--- src/rtl/pc_next_if.sv ---
// Fetch-side bundle for the next-PC sequencer.
// The master is the pipeline/fetch side; the slave is pc_next_unit.
interface pc_next_if #(
    parameter int WIDTH = 32
);
    logic             stall;
    logic             branch_taken;
    logic [WIDTH-1:0] branch_target;
    logic             jump;
    logic [WIDTH-1:0] jump_target;
    logic             fetch_ready;
    logic [WIDTH-1:0] pc;
    logic             pc_valid;
    logic [1:0]       pc_src;

    modport master (
        output stall, branch_taken, branch_target, jump, jump_target, fetch_ready,
        input  pc, pc_valid, pc_src
    );

    modport slave (
        input  stall, branch_taken, branch_target, jump, jump_target, fetch_ready,
        output pc, pc_valid, pc_src
    );
endinterface

--- src/rtl/pc_next_unit.sv ---
// Program-counter register and next-PC sequencer.
// Chooses between PC+4, branch target and jump target each cycle. Redirects
// seen during a stall are parked in a pending register and released on the
// first unstalled cycle.
module pc_next_unit #(
    parameter int               WIDTH    = 32,
    parameter logic [WIDTH-1:0] RESET_PC = '0
) (
    input  logic    clk,
    input  logic    rst_n,
    pc_next_if.slave bus
);
    typedef enum logic [1:0] {
        BOOT = 2'd0,
        RUN  = 2'd1,
        PEND = 2'd2
    } state_e;

    localparam logic [1:0] SRC_SEQ  = 2'b00;
    localparam logic [1:0] SRC_BR   = 2'b01;
    localparam logic [1:0] SRC_JMP  = 2'b10;
    localparam logic [1:0] SRC_PEND = 2'b11;

    state_e           state_q, state_d;
    logic [WIDTH-1:0] pc_q, pc_d;
    logic             pc_valid_q, pc_valid_d;
    logic [1:0]       pc_src_q, pc_src_d;
    logic [WIDTH-1:0] pend_q, pend_d;

    // Redirect request: jump beats branch; targets are word-aligned on use.
    logic             redir;
    logic [WIDTH-1:0] redir_tgt;
    logic [1:0]       redir_src;

    // Resolve the redirect source for this cycle.
    always_comb begin
        redir     = bus.jump | bus.branch_taken;
        redir_tgt = bus.jump ? bus.jump_target : bus.branch_target;
        redir_tgt = {redir_tgt[WIDTH-1:2], 2'b00};
        redir_src = bus.jump ? SRC_JMP : SRC_BR;
    end

    // Next-state and next-PC selection.
    always_comb begin
        state_d    = state_q;
        pc_d       = pc_q;
        pc_valid_d = pc_valid_q;
        pc_src_d   = pc_src_q;
        pend_d     = pend_q;
        unique case (state_q)
            BOOT: begin
                // Redirects are ignored here; the PC stays at RESET_PC.
                state_d    = RUN;
                pc_valid_d = 1'b1;
            end
            RUN: begin
                if (!bus.stall) begin
                    if (redir) begin
                        // Flushes an un-accepted PC regardless of fetch_ready.
                        pc_d     = redir_tgt;
                        pc_src_d = redir_src;
                    end else if (pc_valid_q && bus.fetch_ready) begin
                        pc_d     = pc_q + WIDTH'(4);
                        pc_src_d = SRC_SEQ;
                    end
                end else if (redir) begin
                    pend_d  = redir_tgt;
                    state_d = PEND;
                end
            end
            PEND: begin
                if (bus.stall) begin
                    if (redir) pend_d = redir_tgt;
                end else begin
                    // A redirect arriving on the release cycle is newer and wins.
                    if (redir) begin
                        pc_d     = redir_tgt;
                        pc_src_d = redir_src;
                    end else begin
                        pc_d     = pend_q;
                        pc_src_d = SRC_PEND;
                    end
                    pend_d  = '0;
                    state_d = RUN;
                end
            end
            default: begin
                state_d = BOOT;
            end
        endcase
    end

    // State and output registers with synchronous active-low reset.
    always_ff @(posedge clk) begin
        if (!rst_n) begin
            state_q    <= BOOT;
            pc_q       <= RESET_PC;
            pc_valid_q <= 1'b0;
            pc_src_q   <= SRC_SEQ;
            pend_q     <= '0;
        end else begin
            state_q    <= state_d;
            pc_q       <= pc_d;
            pc_valid_q <= pc_valid_d;
            pc_src_q   <= pc_src_d;
            pend_q     <= pend_d;
        end
    end

    assign bus.pc       = pc_q;
    assign bus.pc_valid = pc_valid_q;
    assign bus.pc_src   = pc_src_q;
endmodule

--- src/flat_wrapper.sv ---
// flat-port wrapper written by rule: the top's interface ports become plain ports
module pc_next_unit_flat 
#(
    parameter int               WIDTH    = 32,
    parameter logic [WIDTH-1:0] RESET_PC = '0
)
  (clk, rst_n, bus_stall, bus_branch_taken, bus_branch_target, bus_jump, bus_jump_target, bus_fetch_ready, bus_pc, bus_pc_valid, bus_pc_src);
  pc_next_if #(.WIDTH(WIDTH)) bus_i ();
  input  logic clk;
  input  logic rst_n;
  input wire logic [$bits(bus_i.stall)-1:0] bus_stall;
  input wire logic [$bits(bus_i.branch_taken)-1:0] bus_branch_taken;
  input wire logic [$bits(bus_i.branch_target)-1:0] bus_branch_target;
  input wire logic [$bits(bus_i.jump)-1:0] bus_jump;
  input wire logic [$bits(bus_i.jump_target)-1:0] bus_jump_target;
  input wire logic [$bits(bus_i.fetch_ready)-1:0] bus_fetch_ready;
  output wire logic [$bits(bus_i.pc)-1:0] bus_pc;
  output wire logic [$bits(bus_i.pc_valid)-1:0] bus_pc_valid;
  output wire logic [$bits(bus_i.pc_src)-1:0] bus_pc_src;
  assign bus_i.stall = bus_stall;
  assign bus_i.branch_taken = bus_branch_taken;
  assign bus_i.branch_target = bus_branch_target;
  assign bus_i.jump = bus_jump;
  assign bus_i.jump_target = bus_jump_target;
  assign bus_i.fetch_ready = bus_fetch_ready;
  assign bus_pc = bus_i.pc;
  assign bus_pc_valid = bus_i.pc_valid;
  assign bus_pc_src = bus_i.pc_src;
  pc_next_unit #(.WIDTH(WIDTH), .RESET_PC(RESET_PC)) u_core (.clk(clk), .rst_n(rst_n), .bus(bus_i));
endmodule
--- config.mk ---
export PLATFORM = sky130hd
export DESIGN_NAME = pc_next_unit_flat
export DESIGN_NICKNAME = d
export VERILOG_FILES = /design/src/rtl/pc_next_if.sv /design/src/rtl/pc_next_unit.sv /design/src/flat_wrapper.sv
export SDC_FILE = /design/constraint.sdc
export NUM_CORES = 1
export LEC_CHECK = 0
export CORE_MARGIN = 2
export CORE_UTILIZATION = 50
export CTS_CLUSTER_DIAMETER = 30
export DETAILED_ROUTE_END_ITERATION = 6
export PLACE_DENSITY = 0.83
export REMOVE_ABC_BUFFERS = 1
export SYNTH_ARGS = -nofsm -noshare
export SYNTH_HDL_FRONTEND = slang
export SYNTH_SLANG_ARGS = --single-unit
export TNS_END_PERCENT = 20
--- constraint.sdc ---
create_clock -name clk -period 2.3 [get_ports clk]
set_input_delay 0.345 -clock clk [delete_from_list [all_inputs] [get_ports clk]]
set_output_delay 0.345 -clock clk [all_outputs]
set_load 0.02 [all_outputs]
==> results.txt, run 1 <==
The flow ran to the end, and the final reports show no timing, DRC or antenna violations. The number of iterations in the first detailed-routing pass is 5. The startpoint of the lowest-slack register-to-register path is u_core.state_q[0]$_SDFFE_PN0P_. The via count of the first global-routing pass came to 4,720. On the final layout, the worst clock skew is between 8 and 9 ps. Dividing the detail-routed via count by the number of cells gives just over 6. In this run the worst setup path begins at u_core.state_q[0]$_SDFFE_PN0P_.

The post-route minimum period is between 2000 and 2500 ps. The placed wire-length estimate is 10,200 um. The initial antenna violation count is 0.

Net switching is 34.3% of the power. The number of gates resized after CTS came out at 0. The total wire length after detailed routing is 14,100 um. The leftover overflow at the end of global routing came out at 0.

The number of synthesized flops with an enable pin came out at 0. The worst setup path is captured at a flip-flop. Setup repair after global routing left no endpoint under its margin. For this design the total switching power over the nets is 1280 uW. The share of total power dissipated in combinational logic is between 30% and 40%.

The most used flip-flop cell after synthesis is dfxtp_1. The number of buffers between clock root and the deepest sink is 2. The repair_antennas step left the layout with diodes totalling 0. The critical path in this run is classified as reg -> reg. The core region is around 8200 um^2. The height of the die is approximately 96 um. Measured along the x axis, the die boundary spans roughly 96 um. The classification of the worst-slack hold path is reg -> reg. The worst path meets setup with 166 ps of slack. Hold is met by 456 ps. The share of total power dissipated in sequential elements is about two fifths. The warning count from the yosys run came out at 0. The area occupied by registers came out at 1380 um^2. The transition time of the tightest slew-check pin is just over 800 ps. The total count of hold-check failures in the final report is 0.

Summing every instance area after synthesis gives 4200 um^2. The number of design rule violations left after detail routing is 0. For this design, the slowest cell found on the critical path is dfxtp_1. The fraction of registers with async set or reset after synthesis came out at 0%. The top achievable clock speed came out at 0.469 GHz. The worst path buffer plus inverter count came out at 3. The initialized floorplan defines 33 standard-cell rows. The post-layout instance count excluding filler cells is around 800. The tree is rooted in a clkbuf_8. The analysis attributes to cell leakage a power of between 0.002 and 0.0025 uW.

Once the floorplan was initialized, standard cells occupied approximately half of the core. The highest ir drop seen on vdd came out at 0.000502 V. The number of maximum-capacitance violations came out at 0.

In this design, the critical path's most frequently occurring cell is buf_4. During placement, the flow inserted port buffers numbering 100. The wire length per cell came out at between 15 and 20 um. The period utilization came out at between 90% and 100%. The internal power component is between 2000 and 2500 uW.

The final layout net count is ~770. The number of synthesized register bits came out at 69. The global-route usage over all layers is between 30% and 40%. The congestion estimate from routability-driven global placement came to 0.897. The number of buffers created by CTS came out at 9. The clock transition at the register clock pins on the worst setup and hold paths after CTS is 70 ps. The filler cells instantiated in the layout total slightly below 700. The global-route wire length before repair came out at 22,300 um.

The worst hold path begins at u_core.bus.pc_src[0]$_SDFFE_PN0P_. The clock reaches the later pin of the worst-skew pair after between 300 and 400 ps. On the critical path the largest part of the delay comes from compound AO/OA/AOI/OAI gates. The total clock sinks came out at 69. The total die area came out at just over 9000 um^2. Of the post-synthesis cell area, the dominant cell type holds roughly a third.

Synthesis handed over a netlist of 579 instances. The number of levels in the clock H-tree came out at 3. The growth of design area from synthesis to finish is 37.4%.

The critical path data required time is between 2000 and 3000 ps. The data arrival time of the critical path is around 2400 ps. The post-route core utilization is between 70% and 80%. The share of final-layout standard cells stronger than drive strength 1 is a little over a tenth. The largest net degree at the start of global routing is 30.

The count of hold buffers inserted by post-cts repair is 0. STA classifies the critical path startpoint as a flip-flop. The total area of multi-input combinational cells came out at between 2000 and 3000 um^2. The max-slew headroom at the worst pin came out at 46.4%. Of all cell types, the one taking the most synthesized area is dfxtp_1. The distinct cell type count after synthesis came out at 62. The mean area per synthesized cell came out at just over 7 um^2.

The count of antenna-violating nets left after detailed routing is 0. Traced cell by cell, the critical path runs through inv_1 -> ha_1 -> o21a_1 -> buf_4 -> a311oi_4 -> buf_4 -> nand2_1 -> o221ai_1. By area the synthesized netlist is led by dfxtp_1, a21oi_1, nor2_1, nand2_1, a211oi_1. The biggest fanout along the worst timing path came out at 11. The part of the Yosys area used for sequential elements is between 30% and 40%.

The post-placement setup slack is -154 ps. Buffers added to address setup during post-CTS repair amount to 0. In this run the power density over the cells is 649 nW/um^2. Pin placement for this block handled 105 I/O pins. The power share of the clock group came out at around 27%. Once placement completed, the tool counted placed cells totaling approximately 790. On the worst path, the slowest cell contributes a delay of approximately 350 ps. The final-report setup violation count came out at 0.

The DRC marker count from the first detailed-route iteration came out at around 390. The total negative setup slack came out at 0 ps. The clock tree from TritonCTS is done. The max-slew violation count came out at 0. The via count of the routed design is around 5,000.
[layout make-up]
cell class / count / area share [%]
clock buffer: 14 / 2.82
clock inverter: 1 / 0.520
inverter: 10 / 0.651
multi-input combinational: 455 / 45.3
sequential: 69 / 23.9
tap: 105 / 2.28
timing repair buffer: 150 / 24.5
[cell families (layout without fill, tap and decap cells)]
group | after synthesis | count (layout) | synth area share (%)
flip-flops | 69 | 69 | 32.9
buffers and inverters | 55 | 175 | 5.36
AO/OA/AOI/OAI | 220 | 220 | 32.9
adder cells (fa/ha/maj) | 4 | 4 | 1.19
AND/OR/NAND/NOR | 227 | 227 | 26.6
multiplexers | 4 | 4 | 1.01
[metrics by stage]
stage / area [um^2] / power, uW
detailed placement: 5580 / 2720
CTS: 5770 / 3720
global route: 5770 / 3910
finish: 5770 / 3740
floorplan: 4010 / 2060
global placement: 5580 / 2690
[flip-flops by register name, summed over array words and instances, names as in the netlist]
| register | flops |
|---|---|
| u_core.bus.pc_src | 2 |
| u_core.state_q | 2 |
| u_core.bus.pc | 32 |
| u_core.bus.pc_valid | 1 |
| u_core.pend_q | 32 |
[layout by cell type, fill, tap and decap left out, drive strengths merged, types with 3 or more instances in the layout]
master,Yosys,layout
a211oi,24,24
a21boi,10,10
a21oi,94,94
a221oi,3,3
a22oi,9,9
a311oi,3,3
a31oi,6,6
a32oi,3,3
and2,5,5
and3,8,8
and4,3,3
buf,10,50
clkbuf,35,14
clkdlybuf4s50,0,100
dfxtp,69,69
ha,4,4
inv,10,10
nand2,50,50
nand2b,26,26
nand3,13,13
nand4,10,10
nor2,78,78
nor3,14,14
nor3b,4,4
nor4,9,9
o211ai,5,5
o21ai,31,31
o22ai,5,5
o32a,4,4
[synth_stat cells (all sizes together), types with 4 or more instances]
| cell type | instances |
|---|---|
| a211oi | 24 |
| nor3 | 14 |
| clkbuf | 35 |
| nor3b | 4 |
| buf | 10 |
| nand2 | 50 |
| a21boi | 10 |
| a21oi | 94 |
| o22ai | 5 |
| nand3 | 13 |
| nor2 | 78 |
| a22oi | 9 |
| dfxtp | 69 |
| nor4 | 9 |
| nand2b | 26 |
| and3 | 8 |
| inv | 10 |
| a31oi | 6 |
| o32a | 4 |
| nand4 | 10 |
| and2 | 5 |
| o21ai | 31 |
| o211ai | 5 |
| ha | 4 |
[power by group through the flow]
stage	logic, uW	clock network, uW	registers (uW)
after detailed placement	1220	0	1500
after global routing	1340	1070	1500
after floorplan	480	0	1580
after global placement	1190	0	1490
final	1250	1020	1480
after CTS	1230	1020	1470
[worst min-delay path: stages, from the launching register on]
cell,delay (ps)
dfxtp_1,310
nand2_1,50
a21oi_1,50
[layer usage]
layer | up-vias | wire [um] | global-route usage (%)
li1 | 2371 | - | -
met1 | 2366 | 6030 | 39.4
met2 | 251 | 6850 | 53.4
met3 | 20 | 1050 | 4.51
met4 | 0 | 178 | 9.76
met5 | - | 0 | 0
[final timing paths]
| kind | slack, ps | endpoint | depth (start not counted) |
|---|---|---|---|
| worst max register to register | 170 | u_core.bus.pc[26]$_SDFFE_PN0P_ | 8 |
| worst max-delay path | 170 | u_core.bus.pc[26]$_SDFFE_PN0P_ | 8 |
| worst min register to register | 460 | u_core.bus.pc_src[0]$_SDFFE_PN0P_ | 2 |
| worst min-delay path | 460 | u_core.bus.pc_src[0]$_SDFFE_PN0P_ | 2 |
No activity file was read; power rests on OpenSTA's default activity.
==> run 2: changes to the inputs <==
--- a/config.mk
+++ b/config.mk
@@ -5,7 +5,8 @@
 export SDC_FILE = /design/constraint.sdc
 export NUM_CORES = 1
 export LEC_CHECK = 0
-export CORE_MARGIN = 2
+export CAP_MARGIN = 0
+export CORE_MARGIN = 10
 export CORE_UTILIZATION = 50
 export CTS_CLUSTER_DIAMETER = 30
 export DETAILED_ROUTE_END_ITERATION = 6
==> results.txt, run 2 (same netlist as run 1, synthesis figures left out) <==
The detailed router finished its first iteration with ~320 violations. Entering global routing, the biggest net connects 39 pins. Setup repair after global routing left no endpoint under its margin.

After floorplanning, the core was divided into 33 placement rows. The clock net in this run drives a total of slightly below 70 sinks. The pre-antenna-repair detailed-routing pass consisted of 7 iterations. The switching power of the nets came out at approximately 1300 uW. Broken down by cell family, the worst path's largest delay share belongs to compound AO/OA/AOI/OAI gates. The most frequent standard cell in the layout excluding fill and tap cells is clkdlybuf4s50_1. The combinational share of power is 32.4%.

The part of the power in registers came out at a little under two fifths. The global-route usage over all layers is 23.2%. The number of buffers created by CTS came out at 9.

At the worst endpoint, the arrival time is ~2400 ps. The total placed cells including tap cells came out at between 700 and 800. The largest individual stage delay along the critical path comes from the cell o21ai_2. The area occupied by registers is roughly 1400 um^2. The final-layout fill cell count came out at ~660.

The number of design rule violations left after detail routing came out at 2. In this run the remaining antenna-violating nets after routing total 0. The antenna diode count came out at 0. The count of buffers added by post-CTS timing repair for setup is 0. The area inside the core boundary came out at roughly 8000 um^2.

The highest ir drop seen on vdd is 0.000372 V. The total die area came out at between 10,000 and 15,000 um^2. TritonCTS built the clock tree.

The power share of the clock group is 29.3%. The net switching share of the total power came out at approximately a third. The total count of hold-check failures in the final report is 0. Across the run, the number of max-cap violations was 0. The total area of multi-input combinational cells came out at between 2000 and 3000 um^2. The final-report setup violation count came out at 0. The worst setup skew after layout is 7.05 ps.

The placed wire-length estimate is roughly 11,000 um. The total wire length after detailed routing is 15,200 um. The number of buffers between clock root and the deepest sink came out at 2.

The finished cells cover approximately 5800 um^2. The cell leakage power came out at a little over 0.002 uW. The max-slew headroom at the worst pin is 46.8%. The via count of the routed design is around 5,000. The top-level port count is about 110. The path class of the tightest hold or removal check is reg -> reg. The checks that failed: design-rule violations.

The critical path data required time came out at 2540 ps. The delay of the slowest critical-path stage came out at 610 ps. The share of final-layout standard cells stronger than drive strength 1 is a little over a tenth. The area growth from synthesis to layout is 38.7%.

The power per cell area came out at roughly 670 nW/um^2. The critical path is of the reg -> reg type. The smallest hold slack came out at 457 ps. The final layout net count is about 770. After detailed routing, the number of vias per cell comes to between 6 and 7. Of all nets on the critical path, the largest fanout is 16.

The initial core utilization came out at just over 50%. The top achievable clock speed came out at 0.465 GHz. The number of levels in the clock H-tree came out at 3. For the finished layout, the period the worst path requires is ~2200 ps. After clock tree synthesis, the clock-pin slew on the worst setup and hold paths is ~80 ps. The internal power component is roughly 2600 uW. The leftover overflow at the end of global routing came out at 0. The via count of the first global-routing pass came to 4,925. The worst setup path is captured at a flip-flop. After detailed placement, the total cell area comes to 5600 um^2. The clock latency reported for the late side of the worst-skew pair came out at around 350 ps. At the end of routability-driven placement, the weighted congestion stood at around 0.9. The run finished, with violations left. The period utilization came out at approximately 94%.

The post-layout instance count excluding filler cells came out at about 800. The worst path buffer plus inverter count came out at 3. The max-slew violation count is 0. During placement, the flow inserted port buffers numbering 100. The wire length per cell is between 15 and 20 um. The horizontal die dimension came out at ~110 um. The worst setup path is launched from a flip-flop.

Leaving out fill and tap cells, the most frequent cells in the layout are clkdlybuf4s50_1, a21oi_1, nor2_1. The initial antenna violation count was 0. The signal on the critical path passes through inv_1 -> ha_1 -> buf_4 -> o21ai_2 -> buf_12 -> a211oi_1 -> a21oi_1 -> nor2_1. For the pin with the worst max-slew slack, the measured transition is 798 ps. The first global-routing pass estimated 24,900 um of wire. The height of the die came out at about 110 um.

Clock tree synthesis selected as its root buffer the cell clkbuf_8.
## run 2: worst min-delay path: stages (launching register included)
cell and delay [ps]:
dfxtp_1 310, nand2_1 50, a21oi_1 50
## run 2: metrics by stage
step | total power [uW] | setup WS (ps) | setup TNS (ps) | utilization [%]
floorplan | 2060 | -325 | -4480 | -
global placement | 2700 | -70.7 | -131 | 68.5
detailed placement | 2740 | -113 | -580 | 68.5
CTS | 3870 | 143 | 0 | 71.2
global route | 4050 | 10.6 | 0 | 71.3
finish | 3880 | 149 | 0 | 71.3
## run 2: power groups by stage
stage          clock (uW)  sequential [uW]  combinational (uW)
6_report             1140             1490                1260
5_1_grt              1200             1500                1350
4_1_cts              1150             1480                1250
3_5_place_dp            0             1500                1240
3_3_place_gp            0             1500                1210
2_1_floorplan           0             1580                 480
## run 2: worst paths after layout
kind	startpoint	endpoint	slack, ps	cells after the start
min	u_core.bus.pc_src[0]$_SDFFE_PN0P_	u_core.bus.pc_src[0]$_SDFFE_PN0P_	460	2
max reg2reg	u_core.state_q[0]$_SDFFE_PN0P_	u_core.pend_q[27]$_SDFFE_PN0P_	150	8
min reg2reg	u_core.bus.pc_src[0]$_SDFFE_PN0P_	u_core.bus.pc_src[0]$_SDFFE_PN0P_	460	2
max	u_core.state_q[0]$_SDFFE_PN0P_	u_core.pend_q[27]$_SDFFE_PN0P_	150	8
## run 2: cell type report
cell class	instances	share of cell area, %
clock inverters	4	1.20
well taps	105	2.25
multi-input cells	455	44.9
inverters	10	0.644
repair buffers	148	24.7
clock buffers	12	2.66
flip-flops and latches	69	23.7
## run 2: what timing repair did
item | 4_1_cts | 5_1_grt
hold buffers | 0 | 0
setup endpoints to repair | 0 | 4
resized for setup | 0 | 1
## run 2: metal layers
| layer | track usage, % | share of wire (%) | vias to the layer above |
|---|---|---|---|
| li1 | - | - | 2371 |
| met1 | 28.9 | 43 | 2375 |
| met2 | 39.4 | 49 | 236 |
| met3 | 5.37 | 7.5 | 21 |
| met4 | 5.91 | 1.2 | 0 |
| met5 | 0 | 0 | - |
